### config.mk
export PLATFORM = sky130hd
export DESIGN_NAME = cache_backing_mem_responder_flat
export DESIGN_NICKNAME = d
export VERILOG_FILES = /design/src/rtl/cache_backing_mem_responder_if.sv /design/src/rtl/cache_backing_mem_responder.sv /design/src/flat_wrapper.sv
export SDC_FILE = /design/constraint.sdc
export NUM_CORES = 1
export LEC_CHECK = 0
export BUFFER_PORTS_ARGS = -buffer_cell sky130_fd_sc_hd__buf_2
export CORE_MARGIN = 2
export CORE_UTILIZATION = 55
export DETAILED_ROUTE_END_ITERATION = 6
export PLACE_DENSITY = 0.8
export REMOVE_ABC_BUFFERS = 1
export SLEW_MARGIN = 30
export SYNTH_ARGS = -nofsm -noshare
export SYNTH_HDL_FRONTEND = slang
export SYNTH_SLANG_ARGS = --single-unit
### constraint.sdc
create_clock -name clk -period 1.85 [get_ports clk]
set_input_delay 0.37 -clock clk [delete_from_list [all_inputs] [get_ports clk]]
set_output_delay 0.37 -clock clk [all_outputs]
set_load 0.02 [all_outputs]
### src/rtl/cache_backing_mem_responder_if.sv
// cache_backing_mem_responder_if: request/response bus between a requester (master) and the memory responder (slave)
//   req_*  : request channel, valid/ready handshake, driven by the master
//   rsp_*  : response channel, valid/ready handshake, driven by the slave
interface cache_backing_mem_responder_if #(
  parameter int ADDR_W = 4,
  parameter int DATA_W = 8
);
  logic              req_valid;
  logic              req_ready;
  logic              req_we;
  logic [ADDR_W-1:0] req_addr;
  logic [DATA_W-1:0] req_wdata;
  logic              rsp_valid;
  logic              rsp_ready;
  logic              rsp_we;
  logic [DATA_W-1:0] rsp_rdata;
  modport master (
    output req_valid, req_we, req_addr, req_wdata, rsp_ready,
    input  req_ready, rsp_valid, rsp_we, rsp_rdata
  );
  modport slave (
    input  req_valid, req_we, req_addr, req_wdata, rsp_ready,
    output req_ready, rsp_valid, rsp_we, rsp_rdata
  );
endinterface

### src/rtl/cache_backing_mem_responder.sv
// cache_backing_mem_responder: single-outstanding main-memory model with fixed access latency
//   clk   : system clock, rising edge
//   rst_n : asynchronous active-low reset, also clears the whole memory
//   bus   : slave side of the request/response interface
//   busy  : high whenever the FSM is not in IDLE
module cache_backing_mem_responder #(
  parameter int ADDR_W  = 4,
  parameter int DATA_W  = 8,
  parameter int LATENCY = 3
) (
  input  logic                          clk,
  input  logic                          rst_n,
  cache_backing_mem_responder_if.slave  bus,
  output logic                          busy
);
  typedef enum logic [1:0] {IDLE, WAIT, RESP} state_t;
  localparam int DEPTH = 2 ** ADDR_W;
  localparam logic [3:0] CNT_INIT = 4'(LATENCY - 1);
  state_t            state_q, state_d;
  logic [3:0]        cnt_q, cnt_d;
  logic [ADDR_W-1:0] addr_q, addr_d;
  logic              we_q, we_d;
  logic              rsp_we_q, rsp_we_d;
  logic [DATA_W-1:0] rsp_rdata_q, rsp_rdata_d;
  logic [DATA_W-1:0] mem_q [DEPTH];
  logic [DATA_W-1:0] mem_d [DEPTH];
  always_comb begin
    state_d     = state_q;
    cnt_d       = cnt_q;
    addr_d      = addr_q;
    we_d        = we_q;
    rsp_we_d    = rsp_we_q;
    rsp_rdata_d = rsp_rdata_q;
    mem_d       = mem_q;
    case (state_q)
      IDLE: if (bus.req_valid) begin
        addr_d  = bus.req_addr;
        we_d    = bus.req_we;
        cnt_d   = CNT_INIT;
        state_d = WAIT;
        // write commits at acceptance so a following read sees it
        if (bus.req_we) mem_d[bus.req_addr] = bus.req_wdata;
      end
      WAIT: if (cnt_q == '0) begin
        state_d     = RESP;
        rsp_we_d    = we_q;
        rsp_rdata_d = we_q ? '0 : mem_q[addr_q];
      end else begin
        cnt_d = cnt_q - 4'd1;
      end
      RESP: if (bus.rsp_ready) begin
        state_d     = IDLE;
        rsp_we_d    = 1'b0;
        rsp_rdata_d = '0;
      end
      default: state_d = IDLE;
    endcase
  end
  always_ff @(posedge clk or negedge rst_n) begin
    if (!rst_n) begin
      state_q     <= IDLE;
      cnt_q       <= '0;
      addr_q      <= '0;
      we_q        <= 1'b0;
      rsp_we_q    <= 1'b0;
      rsp_rdata_q <= '0;
      mem_q       <= '{default: '0};
    end else begin
      state_q     <= state_d;
      cnt_q       <= cnt_d;
      addr_q      <= addr_d;
      we_q        <= we_d;
      rsp_we_q    <= rsp_we_d;
      rsp_rdata_q <= rsp_rdata_d;
      mem_q       <= mem_d;
    end
  end
  // handshake outputs depend on state only, never on inputs
  assign bus.req_ready = state_q == IDLE;
  assign bus.rsp_valid = state_q == RESP;
  assign bus.rsp_we    = rsp_we_q;
  assign bus.rsp_rdata = rsp_rdata_q;
  assign busy          = state_q != IDLE;
endmodule

### src/flat_wrapper.sv
// flat-port wrapper written by rule: the top's interface ports become plain ports
module cache_backing_mem_responder_flat 
#(
  parameter int ADDR_W  = 4,
  parameter int DATA_W  = 8,
  parameter int LATENCY = 3
)
  (clk, rst_n, busy, bus_req_valid, bus_req_we, bus_req_addr, bus_req_wdata, bus_rsp_ready, bus_req_ready, bus_rsp_valid, bus_rsp_we, bus_rsp_rdata);
  cache_backing_mem_responder_if #(.ADDR_W(ADDR_W), .DATA_W(DATA_W)) bus_i ();
  input  logic clk;
  input  logic rst_n;
  output logic busy;
  input wire logic [$bits(bus_i.req_valid)-1:0] bus_req_valid;
  input wire logic [$bits(bus_i.req_we)-1:0] bus_req_we;
  input wire logic [$bits(bus_i.req_addr)-1:0] bus_req_addr;
  input wire logic [$bits(bus_i.req_wdata)-1:0] bus_req_wdata;
  input wire logic [$bits(bus_i.rsp_ready)-1:0] bus_rsp_ready;
  output wire logic [$bits(bus_i.req_ready)-1:0] bus_req_ready;
  output wire logic [$bits(bus_i.rsp_valid)-1:0] bus_rsp_valid;
  output wire logic [$bits(bus_i.rsp_we)-1:0] bus_rsp_we;
  output wire logic [$bits(bus_i.rsp_rdata)-1:0] bus_rsp_rdata;
  assign bus_i.req_valid = bus_req_valid;
  assign bus_i.req_we = bus_req_we;
  assign bus_i.req_addr = bus_req_addr;
  assign bus_i.req_wdata = bus_req_wdata;
  assign bus_i.rsp_ready = bus_rsp_ready;
  assign bus_req_ready = bus_i.req_ready;
  assign bus_rsp_valid = bus_i.rsp_valid;
  assign bus_rsp_we = bus_i.rsp_we;
  assign bus_rsp_rdata = bus_i.rsp_rdata;
  cache_backing_mem_responder #(.ADDR_W(ADDR_W), .DATA_W(DATA_W), .LATENCY(LATENCY)) u_core (.clk(clk), .rst_n(rst_n), .bus(bus_i), .busy(busy));
endmodule
* Yosys cells after proc, flatten, opt, wreduce, memory -nomap -nowiden
Cells that the tools add are included.
** Cells by class
- $add $sub $neg :: 1
- Order comparisons :: 3
- Equality and inequality tests :: 6
- Muxes and demuxes :: 20
- Bitwise logic cells :: 2
- Reduce and logical (&&, ||, !) cells :: 11
** Operator list (number)
- $bwmux 128 :: 1
- $mux 8 :: 6
- $bmux 8 s4 :: 1
- $demux 8 s4 :: 1
- $pmux 8 s2 :: 1
- $reduce_and 3->1 :: 4
- $ge 5x5->1 const B :: 2
- $not 4->5 :: 2
- $mux 4 :: 2
- $pmux 4 s2 :: 1
- $mux 2 :: 3
- $ne 2x2->1 const B :: 3
- $pmux 2 s3 :: 1
- $reduce_bool 2->1 :: 3
- $lt 5x1->1 const B :: 1
- $logic_not 4->1 :: 1
- $sub 4x1->4 const B :: 1
- $eq 2x1->1 const B :: 1
- $eq 2x2->1 const B :: 1
- $logic_not 2->1 :: 1
- $mux 1 :: 2
- $ne 2x1->1 const B :: 1
- $pmux 1 s2 :: 1
- $reduce_and 2->1 :: 1
- $logic_and 1x1->1 :: 1
** Storage, ports and cells
- Flip-flop bits (word level) :: 148
- Word-level logic and storage cells :: 65

* Logic depth before layout (Yosys ltp)
Gate-level depths: netlist of the first run.
- Word-level depth :: 7
- Gate-level depth with buffers :: 7
- Gate-level depth less buffers :: 6

* Worst setup path after synthesis of the first run
No wires, ideal clock.
- Path type :: register -> register
- From :: register u_core.cnt_q[0]
- To :: register u_core.rsp_rdata_q[0] (netlist: u_core.bus.rsp_rdata[0])
- Library setup time :: 0.068 ns
- Data arrival time :: 1.915 ns
- Required time :: 1.782 ns
- Setup slack :: -0.133 ns
- Stages on the path, launching flop included :: 8
- Buffers on the path :: 1
- Period minus slack after synthesis :: 1.983 ns
- Path through :: dfrtp_1 > inv_1 > ha_1 > or3b_2 > or4b_1 > buf_2 > nor2_1 > a221o_1
** Between the ends
- Cells in the longest elaborated chain, start to end :: 3
** RTL lines
- from (decl) :: line cache_backing_mem_responder.sv:20 : logic [3:0] cnt_q, cnt_d;
- from (signal assigned) :: line cache_backing_mem_responder.sv:70 : cnt_q <= cnt_d;
- $logic_not 4->1 :: line cache_backing_mem_responder.sv:44 : WAIT: if (cnt_q == '0) begin
- $ne 2x1->1 (no source line)
- $reduce_and 3->1 (no source line)
- to (signal assigned) :: line cache_backing_mem_responder.sv:74 : rsp_rdata_q <= rsp_rdata_d;
- to (decl) :: line cache_backing_mem_responder.sv:24 : logic [DATA_W-1:0] rsp_rdata_q, rsp_rdata_d;
No other way between the ends.
A chain may end at the register's enable or synchronous reset.

* Final worst setup path of the first run
Ends and elaborated chain as after synthesis.

==> summary.md, run 1 <==
| Metric | Value |
|---|---|
| Status | `finished with violations` |
| Failing checks | `negative setup slack` |
| Post-synthesis async set-or-reset flop share | `1.00` |
| Die area | `13,100 sq um` |
| VDD IR-drop max | `0.613 mV` |
| Syn Area/Cell | `15.2 sq um` |
| Register bit total from synthesis | `148` |
| Max_slew headroom | `0.653` |
| Non-Filler Instances | `671` |
| Commonest cells post-synth | `dfrtp_1 (148), mux2_2 (135), mux4_2 (32)` |
| Min-Delay Path Depth | `2` |
| Synthesized area | `6690 sq um` |
| CTS tree | `yes` |
| Hold WC Path Type | `primary input to flip-flop` |
| Clock-pin slew on the worst setup and hold paths | `60 ps` |
| Req. time, crit path | `2200 ps` |
| Synth area leaders | `dfrtp_1 (55%), mux2_2 (23%), mux4_2 (11%)` |
| Nets@finish | `529` |
| Io pins | `29` |
| Core area | `12,000 sq um` |
| Placed insts | `635` |
| R2r worst-path depth | `6` |
| Max Cap Violations | `0` |
| WP depth | `6` |
| Root Buffer | `clkbuf_16` |
| Crit path capture type | `flip-flop` |
| Max incr delay on CP | `630 ps` |
| FMAX | `500 MHz` |
| Rows | `40` |
| Main flop type after synthesis | `dfrtp_1` |
| DR pass1 iterations | `5` |
| Area growth from synthesis to layout | `26.8%` |
| Pleak | `4.04 nW` |
| Post-route DRC | `0` |
| Post-Syn Instances | `439` |
| Setup WS post-layout | `-149 ps` |
| Clock Skews | `7.36 ps` |
| Post-DP HPWL | `9.60 mm` |
| Power Density | `1520 nW/um^2` |
| Max-slew violations | `0` |
| Layout cells sized above 1 | `0.574` |
| Clock buffer depth | `2` |
| RSZ-0062 raised after global routing | `yes` |
| Critical path's top delay family | `simple AND/OR/NAND/NOR gates` |
| Worst endpoint data arrival time | `2350 ps` |
| Number of flops mapped to enable cells by yosys | `0` |
| CP cell instances | `inv_1 -> ha_2 -> or3b_4 -> or4b_4 -> nor2_1 -> a221o_1` |
| Sequential-to-total area share from yosys stat | `0.553` |
| Top-count cell post-synth | `dfrtp_1` |
| Vias | `4,174` |
| Tcrit/Tclk final | `1.08` |
| Port Buffers | `28` |
| Critical path fanouts, max | `8` |
| WL final | `16.5 mm` |
| Tightest Pin Transition | `520 ps` |
| CTS HTree Levels | `4` |
| Final setup fails | `34` |
| Final min period | `2000 ps` |
| Vias in the first global route | `4,355` |
| Hold Violations, Final | `0` |
| Slowest stage cell, crit path | `or4b_4` |
| Die H | `114 microns` |
| First-pass GRT wire length | `24.6 mm` |
| Initial DRC Count | `312` |
| Leading area contributor after synthesis | `dfrtp_1` |
| Startpoint types | `flip-flop` |
| Synth top area share | `0.553` |
| GRT overflow | `0` |
| GRT Util Overall | `0.257` |
| Routed Antenna Nets | `0` |
| Initial Utilization | `0.560` |
| Crit path kind | `flip-flop to flip-flop` |
| Routed WL per cell | `24.7 microns` |
| Synth cell types | `33` |
| Warnings, synthesis | `0` |
| Ant diodes | `0` |
| Vias per inst | `6.22` |
| Pre-CTS setup slack | `-323 ps` |
| CP bufs+invs | `1` |
| Die width | `114 microns` |
| CTS Buf Count | `17` |
| GPL Wtd Cong | `0.866` |
| Clock sink count | `148` |
| Initial antenna violation count | `0` |
| Clk_lat worst skew | `420 ps` |
| Pin count of the biggest net entering global routing | `54` |
## worst paths after layout
| check | from | end | slack, ps |
|---|---|---|---|
| setup / recovery | u_core.cnt_q[0] | u_core.bus.rsp_rdata[0] | -150 |
| hold / removal | bus_rsp_ready | u_core.state_q[1] | 160 |
| setup reg to reg | u_core.cnt_q[0] | u_core.bus.rsp_rdata[0] | -150 |
| hold reg to reg | u_core.mem_q[8] | u_core.mem_q[8] | 500 |
| max in group asynchronous | rst_n | u_core.mem_q[114] | 770 |
| min in group asynchronous | rst_n | u_core.mem_q[45] | 480 |
## placed cells by master (no fill, tap or decap), types with 2 or more instances in the layout
master      instances
a221o_1             8
buf_12             19
buf_2              27
buf_4              21
buf_6              11
bufinv_16           5
clkbuf_1            3
clkbuf_16          17
clkbuf_8            4
clkinvlp_4          2
dfrtp_1           147
inv_1               5
mux2_2             96
mux2_4             40
mux2i_1             7
mux4_2             32
nand2_1            25
nand2_4             3
nand3_1             5
nor2_1              9
nor2_2              3
nor2_4              2
nor2b_1             3
nor3b_4             4
o21ai_0             3
xor2_1              2
## stage by stage
step	total power, mW	TNS [ps]	util	cell area (sq um)	hold WS (ps)
finish	12.9	-2240	0.710	8490	160
global route	13.4	-3820	0.710	8490	188
CTS	12.7	-1700	0.696	8320	152
detailed placement	8.66	-9140	0.628	7510	361
global placement	8.42	-6220	0.628	7510	356
floorplan	7.26	-9910	-	6590	74.4
## sequential cells by signal, indices dropped and copies added (netlist names)
signal	count
u_core.mem_q	128
u_core.bus.rsp_rdata	8
u_core.addr_q	4
u_core.cnt_q	4
u_core.state_q	2
u_core.bus.rsp_we	1
u_core.we_q	1
## kinds of logic (layout without fill, tap and decap cells)
logic type | after synthesis | after routing | share of synthesized area
DFF | 148 | 148 | 0.553
buffers and inverters | 31 | 116 | 0.0189
muxes | 176 | 176 | 0.348
and+or+nand+nor | 69 | 69 | 0.0596
xor gates and xnor gates | 2 | 2 | 0.00262
adders and majority gates | 1 | 1 | 0.00187
AOI/OAI and AO/OA | 12 | 12 | 0.0153
## area by class of cell
| class | count | area (sq um) |
|---|---|---|
| Sequential cell | 148 | 3700 |
| Fill cell | 700 | 3470 |
| Multi-Input combinational cell | 260 | 3110 |
| Timing Repair Buffer | 79 | 807 |
| Clock buffer | 24 | 492 |
| Tap cell | 147 | 184 |
| Clock inverter | 8 | 170 |
| Inverter | 5 | 18.8 |
## worst reg2reg max path, cell delays in order (launching register included)
cell and delay (ps):
dfrtp_1 390, inv_1 70, ha_2 180, or3b_4 400
or4b_4 630, nor2_1 160, a221o_1 120
## routing by layer
| metal | vias up | routed length, microns | global-route usage |
|---|---|---|---|
| li1 | 1761 | - | - |
| met1 | 2226 | 6790 | 0.342 |
| met2 | 152 | 8460 | 0.419 |
| met3 | 35 | 898 | 0.0466 |
| met4 | 0 | 398 | 0.111 |
| met5 | - | 0 | 0 |
## where the power goes
part | switching [mW] | internal (mW)
registers | 0.661 | 4.28
logic | 1.79 | 2.32
clock network | 1.29 | 2.54
total | 3.74 | 9.14
## what timing repair did
action	4_1_cts	5_1_grt
hold buffers	1	0
setup buffers	2	1
pin swaps	9	8
endpoints found under the hold margin	49	0
resized for setup	33	43
endpoints found under the setup margin	104	88
Power figures use the tool's default switching activity.
==> run 2, diff against run 1 <==
--- a/config.mk
+++ b/config.mk
@@ -8,6 +8,7 @@
 export BUFFER_PORTS_ARGS = -buffer_cell sky130_fd_sc_hd__buf_2
 export CORE_MARGIN = 2
 export CORE_UTILIZATION = 55
+export CTS_BUF_LIST = sky130_fd_sc_hd__clkbuf_16
 export DETAILED_ROUTE_END_ITERATION = 6
 export PLACE_DENSITY = 0.8
 export REMOVE_ABC_BUFFERS = 1
==> summary.md, run 2 (synthesized netlist as in run 1, its figures left out) <==
| Metric | Value |
|---|---|
| Tcrit/Tclk final | `1.07 (-0.00597)` |
| Area growth from synthesis to layout | `25.3%` |
| Die H | `114 microns (unchanged)` |
| Slowest stage cell, crit path | `or4b_4` |
| Worst endpoint data arrival time | `2340 ps (about the same)` |
| Vias per inst | `6.11 (-1.8%)` |
| Max-slew violations | `0 (unchanged)` |
| RSZ-0062 raised after global routing | `yes` |
| GRT overflow | `0 (unchanged)` |
| Clock sink count | `148 (unchanged)` |
| Final min period | `1990 ps (-11.0 ps)` |
| Startpoint types | `flip-flop` |
| Most flop-heavy register | `u_core.mem_q` |
| Met3 wire length | `656 microns (-27%)` |
| Max Used Layer | `met4` |
| Die width | `114 microns (unchanged)` |
| Failing checks | `negative setup slack` |
| Pin count of the biggest net entering global routing | `54 (unchanged)` |
| VDD IR-drop max | `0.660 mV (+7.6%)` |
| Most frequent cells in the layout | `dfrtp_1 (147), mux2_2 (104), mux2_4 (32), mux4_2 (32), buf_2 (27)` |
| Ant diodes | `0 (unchanged)` |
| CTS Buf Count | `17 (unchanged)` |
| CP cell instances | `inv_1 -> ha_2 -> or3b_4 -> or4b_4 -> nor2_2 -> a221o_1` |
| Reg-to-Reg Start | `u_core.cnt_q[0]` |
| Req. time, crit path | `2210 ps (about the same)` |
| Root Buffer | `clkbuf_16` |
| Layout cells sized above 1 | `0.564 (-0.0104)` |
| First-pass GRT wire length | `24.8 mm (+1.0%)` |
| Status | `finished with violations` |
| Crit path capture type | `flip-flop` |
| Max incr delay on CP | `630 ps (about the same)` |
| Vias in the first global route | `4,374 (+0.44%)` |
| Nets@finish | `528 (-0.19%)` |
| Vias | `4,092 (-2.0%)` |
| Clock Skews | `9.92 ps (+2.55 ps)` |
| Largest register FFs | `128 (unchanged)` |
| Die area | `13,100 sq um (unchanged)` |
| Hold Violations, Final | `0 (unchanged)` |
| Clock-pin slew on the worst setup and hold paths | `60 ps (about the same)` |
| Min Hold Slack | `153 ps (-6.55 ps)` |
| Rows | `40 (unchanged)` |
| CTS tree | `yes` |
| Commonest non-fill, non-tap cell in the layout | `dfrtp_1` |
| DR pass1 iterations | `5 (unchanged)` |
| Setup WS post-layout | `-138 ps (+11.0 ps)` |
| GRT Util Overall | `0.261 (+0.00365)` |
| Io pins | `29 (unchanged)` |
| Max_slew headroom | `0.644 (-0.00888)` |
| Pre-CTS setup slack | `-323 ps (unchanged)` |
| CTS HTree Levels | `4 (unchanged)` |
| Clk_lat worst skew | `430 ps (about the same)` |
| Post-route DRC | `0 (unchanged)` |
| Crit path kind | `flip-flop to flip-flop` |
| Routed WL per cell | `23.9 microns (-3.1%)` |
| Pleak | `3.98 nW (-1.6%)` |
| Total length of routed met2 wires | `8.16 mm (-3.5%)` |
| Clock buffer depth | `2 (unchanged)` |
| Hold_sp | `bus_rsp_ready` |
| GPL Wtd Cong | `0.866 (unchanged)` |
| Post-layout util | `0.701 (-0.00826)` |
| Final setup fails | `24 (-29%)` |
| FMAX | `503 MHz (+0.56%)` |
| Initial antenna violation count | `0 (unchanged)` |
| Critical path fanouts, max | `8 (unchanged)` |
| Initial Utilization | `0.560 (unchanged)` |
| WL final | `16.0 mm (-3.2%)` |
| Tightest Pin Transition | `534 ps (+13.3 ps)` |
| Critical Path Source | `u_core.cnt_q[0]` |
| Core area | `12,000 sq um (unchanged)` |
| Hold WC Path Type | `primary input to flip-flop` |
| Worst R2R Setup Slack | `-140 ps (about the same)` |
| Power Density | `1500 nW/um^2 (-0.86%)` |
| Max Cap Violations | `0 (unchanged)` |
| Post-DP HPWL | `9.60 mm (unchanged)` |
| Routed Antenna Nets | `0 (unchanged)` |
| Initial DRC Count | `362 (+16%)` |
| WL met1 | `6.75 mm (-0.69%)` |
| Port Buffers | `28 (unchanged)` |
==> run 2: changes by cell type in the layout (fill, tap and decap cells not counted), moves of 3 or more <==
cell,delta
clkbuf_8,-4
mux2_2,+8
mux2_4,-8
nand2_4,-3
clkinv_1,+4
nand2_2,+3
inv_1,+3
clkbuf_1,-3
==> run 2: per-layer routing <==
| metal | GRT usage | vias up |
|---|---|---|
| li1 | - | 1759 |
| met1 | 0.351 | 2181 |
| met2 | 0.426 | 123 |
| met3 | 0.0492 | 29 |
| met4 | 0.0984 | 0 |
| met5 | 0 | - |
==> run 2: layout make-up <==
cell class,count,area (sq um)
Sequential cell,148,3700
Multi-Input combinational cell,260,3070
Clock inverter,15,196
Inverter,5,18.8
Timing Repair Buffer,78,796
Clock buffer,17,425
Tap cell,147,184
Fill cell,728,3570
==> run 2: worst max-delay path, delay by kind of cell, from the launching register on <==
family	cells	cell delay [ps]
buffers and inverters	1	70
and+or+nand+nor	3	1180
AOI/OAI and AO/OA	1	110
DFF	1	380
adders and majority gates	1	180
==> run 2: repair_timing <==
item                       CTS  global route
setup endpoints to repair  104           102
hold endpoints to repair    49             0
hold buffers                 1             0
pin swaps                    9             9
resized for setup           41            22
setup buffers                2             0
==> run 2: final timing paths <==
check	to	cells past startpoint
max	u_core.bus.rsp_rdata[1]	6
min	u_core.state_q[1]	2
max reg2reg	u_core.bus.rsp_rdata[1]	6
min reg2reg	u_core.mem_q[15]	1
max in group asynchronous	u_core.mem_q[120]	3
min in group asynchronous	u_core.mem_q[44]	2
==> run 2: per-stage QoR <==
step / std cells / total power [mW] / instance area (sq um) / TNS, ps
after floorplan: 413 / 7.26 / 6590 / -9910
after global placement: 635 / 8.42 / 7510 / -6220
after detailed placement: 635 / 8.66 / 7510 / -9140
after CTS: 670 / 12.5 / 8310 / -2210
after global routing: 670 / 13.1 / 8390 / -2790
final: 670 / 12.6 / 8390 / -1630
==> run 2: where the power goes <==
part	leakage (nW)	total, mW	internal [mW]	switching (mW)
clock network	0.307	3.65	2.35	1.30
registers	1.97	4.91	4.28	0.637
logic	1.70	4.05	2.29	1.76
total	3.98	12.6	8.92	3.69
